$ cat src/rtl/idc_sched_pkg.sv
// ============================================================================
// Module  : idc_sched_pkg
// Brief   : Shared types and sizing for the two-requester image-job scheduler.
// Revision: 1.0
// ============================================================================
`default_nettype none

package idc_sched_pkg;

  localparam int N_REQ     = 2;
  localparam int IMG_BEATS = 64;
  localparam int OP_BEATS  = 15;
  localparam int OUT_BEATS = 16;
  localparam int PIX_W     = 7;
  localparam int OP_W      = 4;

  localparam int IN_CNT_W  = $clog2(IMG_BEATS);
  localparam int OUT_CNT_W = $clog2(OUT_BEATS);

  typedef enum logic [1:0] {
    ST_IDLE  = 2'd0,
    ST_LOAD  = 2'd1,
    ST_WAIT  = 2'd2,
    ST_DRAIN = 2'd3
  } state_t;

  function automatic logic onehot_idx(input logic [N_REQ-1:0] oh);
    return oh[1];
  endfunction

endpackage

`default_nettype wire

$ cat src/rtl/idc_rr_arb.sv
// ============================================================================
// Module  : idc_rr_arb
// Brief   : Two-way round-robin arbiter; priority moves past the served requester.
// Revision: 1.0
// ============================================================================
`default_nettype none

module idc_rr_arb
  import idc_sched_pkg::*;
(
  input  logic             clk,
  input  logic             rst_n,
  input  logic [N_REQ-1:0] req,
  input  logic             advance,
  input  logic [N_REQ-1:0] served,
  output logic [N_REQ-1:0] gnt_next
);

  // r_prio names the requester that wins a tie
  logic r_prio;

  always_ff @(posedge clk or negedge rst_n) begin
    if (!rst_n) begin
      r_prio <= 1'b0;
    end else if (advance) begin
      r_prio <= served[0];
    end
  end

  always_comb begin
    gnt_next = 2'b00;
    if (r_prio == 1'b0) begin
      if (req[0])      gnt_next = 2'b01;
      else if (req[1]) gnt_next = 2'b10;
    end else begin
      if (req[1])      gnt_next = 2'b10;
      else if (req[0]) gnt_next = 2'b01;
    end
  end

endmodule

`default_nettype wire

$ cat src/rtl/idc_sched.sv
// ============================================================================
// Module  : idc_sched
// Brief   : Grants one of two requesters, streams 64 beats into the engine and
//           returns 16 tagged result beats. Optional WAIT timeout under macro
//           IDC_SCHED_TIMEOUT_EN.
// Revision: 1.0
// ============================================================================
`default_nettype none

module idc_sched
  import idc_sched_pkg::*;
#(
  parameter int TIMEOUT_CYC = 255
) (
  input  logic                     clk,
  input  logic                     rst_n,
  input  logic [N_REQ-1:0]         req,
  output logic [N_REQ-1:0]         gnt,
  input  logic [N_REQ-1:0]         s_valid,
  input  logic [N_REQ*PIX_W-1:0]   s_data,
  input  logic [N_REQ*OP_W-1:0]    s_op,
  output logic                     e_in_valid,
  output logic [PIX_W-1:0]         e_in_data,
  output logic [OP_W-1:0]          e_op,
  input  logic                     e_out_valid,
  input  logic [PIX_W-1:0]         e_out_data,
  output logic                     r_valid,
  output logic [PIX_W-1:0]         r_data,
  output logic                     r_id,
  output logic                     r_last,
  output logic                     busy,
  output logic                     err
);

  state_t                 r_state;
  logic [N_REQ-1:0]       r_gnt;
  logic                   r_e_in_valid;
  logic [PIX_W-1:0]       r_e_in_data;
  logic [OP_W-1:0]        r_e_op;
  logic                   r_r_valid;
  logic [PIX_W-1:0]       r_r_data;
  logic                   r_r_id;
  logic                   r_r_last;
  logic                   r_err;
  logic                   r_discard;
  logic [IN_CNT_W-1:0]    r_in_cnt;
  logic [OUT_CNT_W-1:0]   r_out_cnt;

  logic                   w_sel;
  logic                   w_s_valid;
  logic [PIX_W-1:0]       w_s_data;
  logic [OP_W-1:0]        w_s_op;
  logic [N_REQ-1:0]       w_gnt_next;
  logic                   w_last_out;
  logic                   w_tmo_hit;
  logic                   w_advance;

  // Only the granted requester's stream is ever looked at
  assign w_sel     = onehot_idx(r_gnt);
  assign w_s_valid = s_valid[w_sel];
  assign w_s_data  = w_sel ? s_data[2*PIX_W-1:PIX_W] : s_data[PIX_W-1:0];
  assign w_s_op    = w_sel ? s_op[2*OP_W-1:OP_W]     : s_op[OP_W-1:0];

  assign w_last_out = (r_state == ST_DRAIN) && e_out_valid &&
                      (r_out_cnt == OUT_CNT_W'(OUT_BEATS - 1));
  assign w_advance  = w_last_out || w_tmo_hit;

`ifdef IDC_SCHED_TIMEOUT_EN
  localparam int c_TMO_W = (TIMEOUT_CYC > 1) ? $clog2(TIMEOUT_CYC) : 1;

  logic [c_TMO_W-1:0] r_tmo_cnt;

  assign w_tmo_hit = (r_state == ST_WAIT) && !e_out_valid &&
                     (r_tmo_cnt == c_TMO_W'(TIMEOUT_CYC - 1));

  always_ff @(posedge clk or negedge rst_n) begin
    if (!rst_n) begin
      r_tmo_cnt <= '0;
    end else if ((r_state == ST_WAIT) && !e_out_valid && !w_tmo_hit) begin
      r_tmo_cnt <= r_tmo_cnt + c_TMO_W'(1);
    end else begin
      r_tmo_cnt <= '0;
    end
  end
`else
  logic w_unused_tmo;

  assign w_tmo_hit    = 1'b0;
  assign w_unused_tmo = (TIMEOUT_CYC != 0);
`endif

  idc_rr_arb u_arb (
    .clk      (clk),
    .rst_n    (rst_n),
    .req      (req),
    .advance  (w_advance),
    .served   (r_gnt),
    .gnt_next (w_gnt_next)
  );

  always_ff @(posedge clk or negedge rst_n) begin
    if (!rst_n) begin
      r_state      <= ST_IDLE;
      r_gnt        <= '0;
      r_e_in_valid <= 1'b0;
      r_e_in_data  <= '0;
      r_e_op       <= '0;
      r_r_valid    <= 1'b0;
      r_r_data     <= '0;
      r_r_id       <= 1'b0;
      r_r_last     <= 1'b0;
      r_err        <= 1'b0;
      r_discard    <= 1'b0;
      r_in_cnt     <= '0;
      r_out_cnt    <= '0;
    end else begin
      r_err <= 1'b0;
      case (r_state)
        ST_IDLE: begin
          r_e_in_valid <= 1'b0;
          r_r_valid    <= 1'b0;
          r_r_last     <= 1'b0;
          r_in_cnt     <= '0;
          r_out_cnt    <= '0;
          r_discard    <= 1'b0;
          if (req != '0) begin
            r_gnt   <= w_gnt_next;
            r_state <= ST_LOAD;
          end
        end

        ST_LOAD: begin
          if (w_s_valid) begin
            r_e_in_valid <= 1'b1;
            r_e_in_data  <= w_s_data;
            r_e_op       <= w_s_op;
            r_in_cnt     <= r_in_cnt + IN_CNT_W'(1);
            if (r_in_cnt == IN_CNT_W'(IMG_BEATS - 1)) begin
              r_state <= ST_WAIT;
            end
          end else begin
            r_e_in_valid <= 1'b0;
            // A gap once the image has started is a broken transfer
            if (r_in_cnt != '0) begin
              r_err     <= 1'b1;
              r_discard <= 1'b1;
              r_state   <= ST_WAIT;
            end
          end
        end

        ST_WAIT: begin
          r_e_in_valid <= 1'b0;
          if (e_out_valid) begin
            r_r_valid <= ~r_discard;
            r_r_data  <= e_out_data;
            r_r_id    <= w_sel;
            r_r_last  <= 1'b0;
            r_out_cnt <= OUT_CNT_W'(1);
            r_state   <= ST_DRAIN;
          end else if (w_tmo_hit) begin
            r_err   <= 1'b1;
            r_gnt   <= '0;
            r_state <= ST_IDLE;
          end
        end

        ST_DRAIN: begin
          if (e_out_valid) begin
            r_r_valid <= ~r_discard;
            r_r_data  <= e_out_data;
            r_r_id    <= w_sel;
            r_r_last  <= w_last_out;
            r_out_cnt <= r_out_cnt + OUT_CNT_W'(1);
            if (w_last_out) begin
              r_gnt   <= '0;
              r_state <= ST_IDLE;
            end
          end else begin
            r_r_valid <= 1'b0;
            r_r_last  <= 1'b0;
          end
        end

        default: r_state <= ST_IDLE;
      endcase
    end
  end

  assign gnt        = r_gnt;
  assign e_in_valid = r_e_in_valid;
  assign e_in_data  = r_e_in_data;
  assign e_op       = r_e_op;
  assign r_valid    = r_r_valid;
  assign r_data     = r_r_data;
  assign r_id       = r_r_id;
  assign r_last     = r_r_last;
  assign busy       = (r_state != ST_IDLE);
  assign err        = r_err;

endmodule

`default_nettype wire
$ cat config.mk
export PLATFORM = sky130hd
export DESIGN_NAME = idc_sched
export DESIGN_NICKNAME = d
export VERILOG_FILES = /design/src/rtl/idc_sched_pkg.sv /design/src/rtl/idc_rr_arb.sv /design/src/rtl/idc_sched.sv
export SDC_FILE = /design/constraint.sdc
export NUM_CORES = 1
export LEC_CHECK = 0
export BUFFER_PORTS_ARGS = -buffer_cell sky130_fd_sc_hd__buf_2
export CORE_MARGIN = 10
export CORE_UTILIZATION = 54
export CTS_CLUSTER_DIAMETER = 100
export DETAILED_ROUTE_END_ITERATION = 10
export GPL_TIMING_DRIVEN = 0
export PLACE_DENSITY_LB_ADDON = 0.12
export REMOVE_ABC_BUFFERS = 1
export SKIP_CTS_REPAIR_TIMING = 1
export SLEW_MARGIN = 30
export SYNTH_ARGS = -nofsm -noshare
export SYNTH_HDL_FRONTEND = slang
export SYNTH_SLANG_ARGS = --single-unit
$ cat constraint.sdc
create_clock -name clk -period 2.5 [get_ports clk]
set_input_delay 0.25 -clock clk [delete_from_list [all_inputs] [get_ports clk]]
set_output_delay 0.25 -clock clk [all_outputs]
set_load 0.01 [all_outputs]
======== Word-level counts from Yosys, hierarchy flattened ========
Cells that the tools add are included.
Widths: inputs -> output; s select.
word-level totals
  flip-flop bits (word level) ............. 39
  output and inout port bits .............. 26
  logic and storage cells ................. 90
operators by class
  add/sub/neg operators ................... 2
  $lt $le $gt $ge ......................... 1
  eq/ne operators ......................... 14
  multiplexer cells ....................... 38
  bitwise gates (word level) .............. 1
  reduce and logical (&&, ||, !) cells .... 20
operator list
  cell                 count
  $mux 2               12
  $mux 1               13
  $mux 4               3
  $ne 2x2->1 const B   6
  $pmux 4 s3           1
  $pmux 6 s2           1
  $reduce_bool 2->1    5
  $pmux 2 s4           1
  $reduce_and 2->1     4
  $mux 7               1
  $add 6x1->6 const B  1
  $eq 6x6->1 const B   1
  $mux 6               1
  $ne 3x3->1 const B   2
  $pmux 1 s3           2
  $reduce_and 3->1     2
  $reduce_and 6->1     1
  $reduce_bool 6->1    1
  $add 4x1->4 const B  1
  $eq 2x2->1 const B   2
  $eq 4x4->1 const B   1
  $pmux 1 s2           2
  $pmux 2 s2           1
  $reduce_and 4->1     1
  8 further kinds      10

======== Longest topological paths before layout ========
  depth after elaboration ................. 6
  depth in mapped cells ................... 6
  gate-level depth less buffers ........... 6

======== By module ========
Synthesis repeated with hierarchy kept, for this count alone.
unflattened totals
  cells, all modules ...................... 176
  area total of the unflattened synthesis .. 1,945.6 um^2
by module, submodules not included
  module      times used  cells an instance  area each (um^2)  seq. area each (um^2)
  idc_sched   1           170                1,885.6           950.9
  idc_rr_arb  1           6                  60.1              25.0

======== Least setup slack after synthesis ========
No wires, ideal clock.
  path kind ............................... register to register
  start point ............................. register r_gnt[1] (netlist: gnt[1])
  end point ............................... register r_state[1]
  setup time .............................. 128 ps
  arrival ................................. 1,617 ps
  required time ........................... 2,372 ps
  setup slack ............................. 755 ps
  cell stages (with the launch flop) ...... 6
  clock period less this slack ............ 1,745 ps
  path through ............................ dfrtp_1 > buf_6 > mux2_4 > or2_4 > o221ai_4 > mux2_1
between the ends
  cells in the longest elaborated chain, start to end .. 4
  elaborated cells on any way between the ends .. 7
RTL lines
  what                                                      line              RTL
  start: declaration                                        idc_sched.sv:36   logic [N_REQ-1:0] r_gnt;
  start signal: assignment                                  idc_sched.sv:127  r_gnt <= w_gnt_next;
  $mux 1 (implied by the code) (*) (2 in series)            idc_sched.sv:60   assign w_s_valid = s_valid[w_sel];
  $ne 3x3->1 (no line) or $mux 2 (tied branches)            n/a
  $reduce_and 6->1 (no line) or $pmux 2 s4 (tied branches)  n/a
  end signal: assignment                                    idc_sched.sv:103  r_state <= ST_IDLE;
  end signal: assignment                                    idc_sched.sv:128  r_state <= ST_LOAD;
  end signal: assignment                                    idc_sched.sv:139  r_state <= ST_WAIT;
  end: declaration                                          idc_sched.sv:35   state_t r_state;
Mark *: on every way between the ends. The rest lies on a longest branch, timed or not. The select of a mux whose other input is x is not followed.
A chain may end at the register's enable or synchronous reset.

======== Worst setup path in the final report ========
Ends and elaborated chain as after synthesis.

==> results.sh <==
export IMPL_cp_arrival_ns=2.48
export IMPL_seq_power_share_pct=39.9
export IMPL_hold_class="input pin to async pin"
export IMPL_drive_gt1_share_pct=31.6
export IMPL_ir_drop_uv=548
export IMPL_power_frac_clock_pct=17.2
export IMPL_diodes=0
export IMPL_grt_remaining_overflow=0
export IMPL_cts_clk_slew_worst_paths_ns=0.12
export IMPL_root_buffer="clkbuf_4"
export IMPL_whs_ns=-0.000873
export IMPL_die_h_um=79.3
export IMPL_fmax_mhz=447
export IMPL_htree_levels=2
export IMPL_ys_types=32
export IMPL_p_leak_nw=1.17
export IMPL_ys_seq_elements=39
export IMPL_synth_area_mm2=0.00190
export IMPL_startpoint_type="register"
export IMPL_async_flop_share_pct=100
export IMPL_numCtsBuffers=5
export IMPL_endpoint_kind="register"
export IMPL_synth_area_per_cell_um2=10.9
export IMPL_rsz0062_at_grt="false"
export IMPL_fp_dieW_um=79.3
export IMPL_fin_area_mm2=0.00232
export IMPL_place_congestion=0.817
export IMPL_core_area_mm2=0.00336
export IMPL_dieArea_mm2=0.00629
export IMPL_drv_slew=0
export IMPL_powerDensity_mw_per_mm2=1120
export IMPL_grt_pass1_vias=1649
export IMPL_period_needed_ns=2.24
export IMPL_clockBufferDepth=2
export IMPL_timing_final_crit_share_pct=89.5
export IMPL_utilization_pct=68.9
export IMPL_yosys_top_cells_area="dfrtp_1 51%, mux2i_1 6.9%, mux2_1 6.5%"
export IMPL_relSlewSlack_pct=43.1
export IMPL_ys_seq_area_share_pct=51.4
export IMPL_via_per_inst=5.30
export IMPL_layout_commonest_cell="buf_2"
export IMPL_power_mw=2.59
export IMPL_crit_fanout=25
export IMPL_synthCells=174
export IMPL_place_area_mm2=0.00223
export IMPL_ys_flop_type="dfrtp_1"
export IMPL_drc=0
export IMPL_violations="hold timing"
export IMPL_ys_warn_count=0
export IMPL_fin_skew_ns=0.00528
export IMPL_status="complete, but fails checks"
export IMPL_grt_pass1_wl_mm=7.15
export IMPL_rows=21
export IMPL_initial_core_util_pct=56.4
export IMPL_worstSkewPairLatency_ns=0.35
export IMPL_ant_nets=0
export IMPL_n_fill_cell=277
export IMPL_final_nets=280
export IMPL_grt_usage_pct=14.0
export IMPL_crit_type="register to register"
export IMPL_final_setup_viol_count=0
export IMPL_pwr_share_comb_pct=42.9
export IMPL_clock_sinks=39
export IMPL_fin_setup_tns_ns=0
export IMPL_grt_max_degree=40
export IMPL_net_switching_power_mw=0.992
export IMPL_cts_tree="yes"
export IMPL_wire_per_inst_um=14.7
export IMPL_final_cell_mix="61 x buf_2, 39 x dfrtp_1, 23 x nand2_1"
export IMPL_drt_total_wl_mm=4.15
export IMPL_syn_to_final_growth_pct=22.0
export IMPL_internal_power_mw=1.59
export IMPL_dpl_hpwl_mm=3.25
export IMPL_synth_top_area_cell="dfrtp_1"
export IMPL_io_pins=62
export IMPL_antenna_found_initial=0
export IMPL_maxCapViolations=0
export IMPL_slowest_delay_ns=0.84
export IMPL_num_vias=1499
export IMPL_crit_required_ns=2.75
export IMPL_crit_path_top_delay_cell="dfrtp_1"
export IMPL_io_buffers=61
export IMPL_worstMarginPinSlew_ns=0.854
export IMPL_drt_iter0_markers=81
export IMPL_yosysTopAreaCellShare_pct=51.4
export IMPL_swShare_pct=38.4
export IMPL_firstDrtPassIters=4
export IMPL_synth_edff_count=0
export IMPL_crit_chain="mux2_4 > nand2_2 > o221ai_4 > mux2_1"
export IMPL_hold_viol_final=5
[per-layer routing]
layer  global-route usage (%)  share of wire (%)  up-vias
met2                     23.8                 49       55
met1                     14.5                 41      708
li1                         -                  -      734
met4                     3.76               0.70        0
met5                        0                  0        -
met3                     8.11                 10        2
[registers in the layout, summed over array words and instances (netlist names)]
name / flops
r_last: 1
err: 1
r_id: 1
r_valid: 1
r_data: 7
e_in_data: 7
r_discard: 1
u_arb.r_prio: 1
e_op: 4
r_in_cnt: 6
gnt: 2
e_in_valid: 1
r_state: 2
r_out_cnt: 4
[synthesized netlist by cell type (all sizes together), types with 2 or more instances]
cell type   n
dfrtp      39
a32o        2
o31ai       2
nand2      24
o21ai      20
ha          8
nor2        9
a21oi       5
mux2i      13
buf         4
clkbuf      2
nor2b       3
nand3       7
and3        3
xor2        3
or2         2
inv         7
mux2       12
[final cells by class]
class                      count  area [um2]  share of cell area (%)
clock buffer                   6        51.3                    2.22
clock inverter                 2        35.0                    1.51
inverter                       7        26.3                    1.13
multi-input combinational    122         865                    37.3
sequential                    39         976                    42.1
tap                           46        57.6                    2.49
timing repair buffer          61         305                    13.2
[kinds of logic after synthesis]
| logic type | Yosys count | synth area share, % |
|---|---|---|
| AO/OA/AOI/OAI | 34 | 12.1 |
| XOR/XNOR | 3 | 1.38 |
| adder cells (fa/ha/maj) | 8 | 5.27 |
| buffers and inverters | 13 | 3.16 |
| flip-flops | 39 | 51.4 |
| multiplexers | 25 | 14.2 |
| AND/OR/NAND/NOR | 52 | 12.5 |
[worst max-delay path: cells and delay by family, from the launching register on]
kind            cells  cell delay, ns
mux                 2            0.73
simple gates        1            0.37
compound gates      1            0.19
flops               1            0.84
[power groups by stage]
stage | logic, mW | registers (mW) | clock network [mW]
2_1_floorplan | 0.654 | 1.11 | 0
3_3_place_gp | 1.09 | 1.03 | 0
3_5_place_dp | 1.13 | 1.05 | 0
4_1_cts | 1.13 | 1.04 | 0.451
5_1_grt | 1.24 | 1.07 | 0.485
6_report | 1.11 | 1.03 | 0.444
[path summary, 6_finish.rpt]
| check | start | end | slack [ns] | depth (start not counted) |
|---|---|---|---|---|
| min | rst_n | r_state[0] | -0.0009 | 1 |
| min in group clk | e_out_data[2] | r_data[2] | 0.10 | 2 |
| min reg2reg | r_discard | r_valid | 0.47 | 1 |
| max | gnt[1] | r_state[1] | 0.26 | 4 |
| max in group asynchronous | rst_n | e_in_data[3] | 1.98 | 1 |
| max reg2reg | gnt[1] | r_state[1] | 0.26 | 4 |
[stage by stage]
step                std cells  worst slack [ns]
global placement          275           0.00120
global route              283             0.109
detailed placement        275           -0.0514
floorplan                 168             0.271
CTS                       283           -0.0662
finish                    283             0.264
No activity file was read; power rests on OpenSTA's default activity.
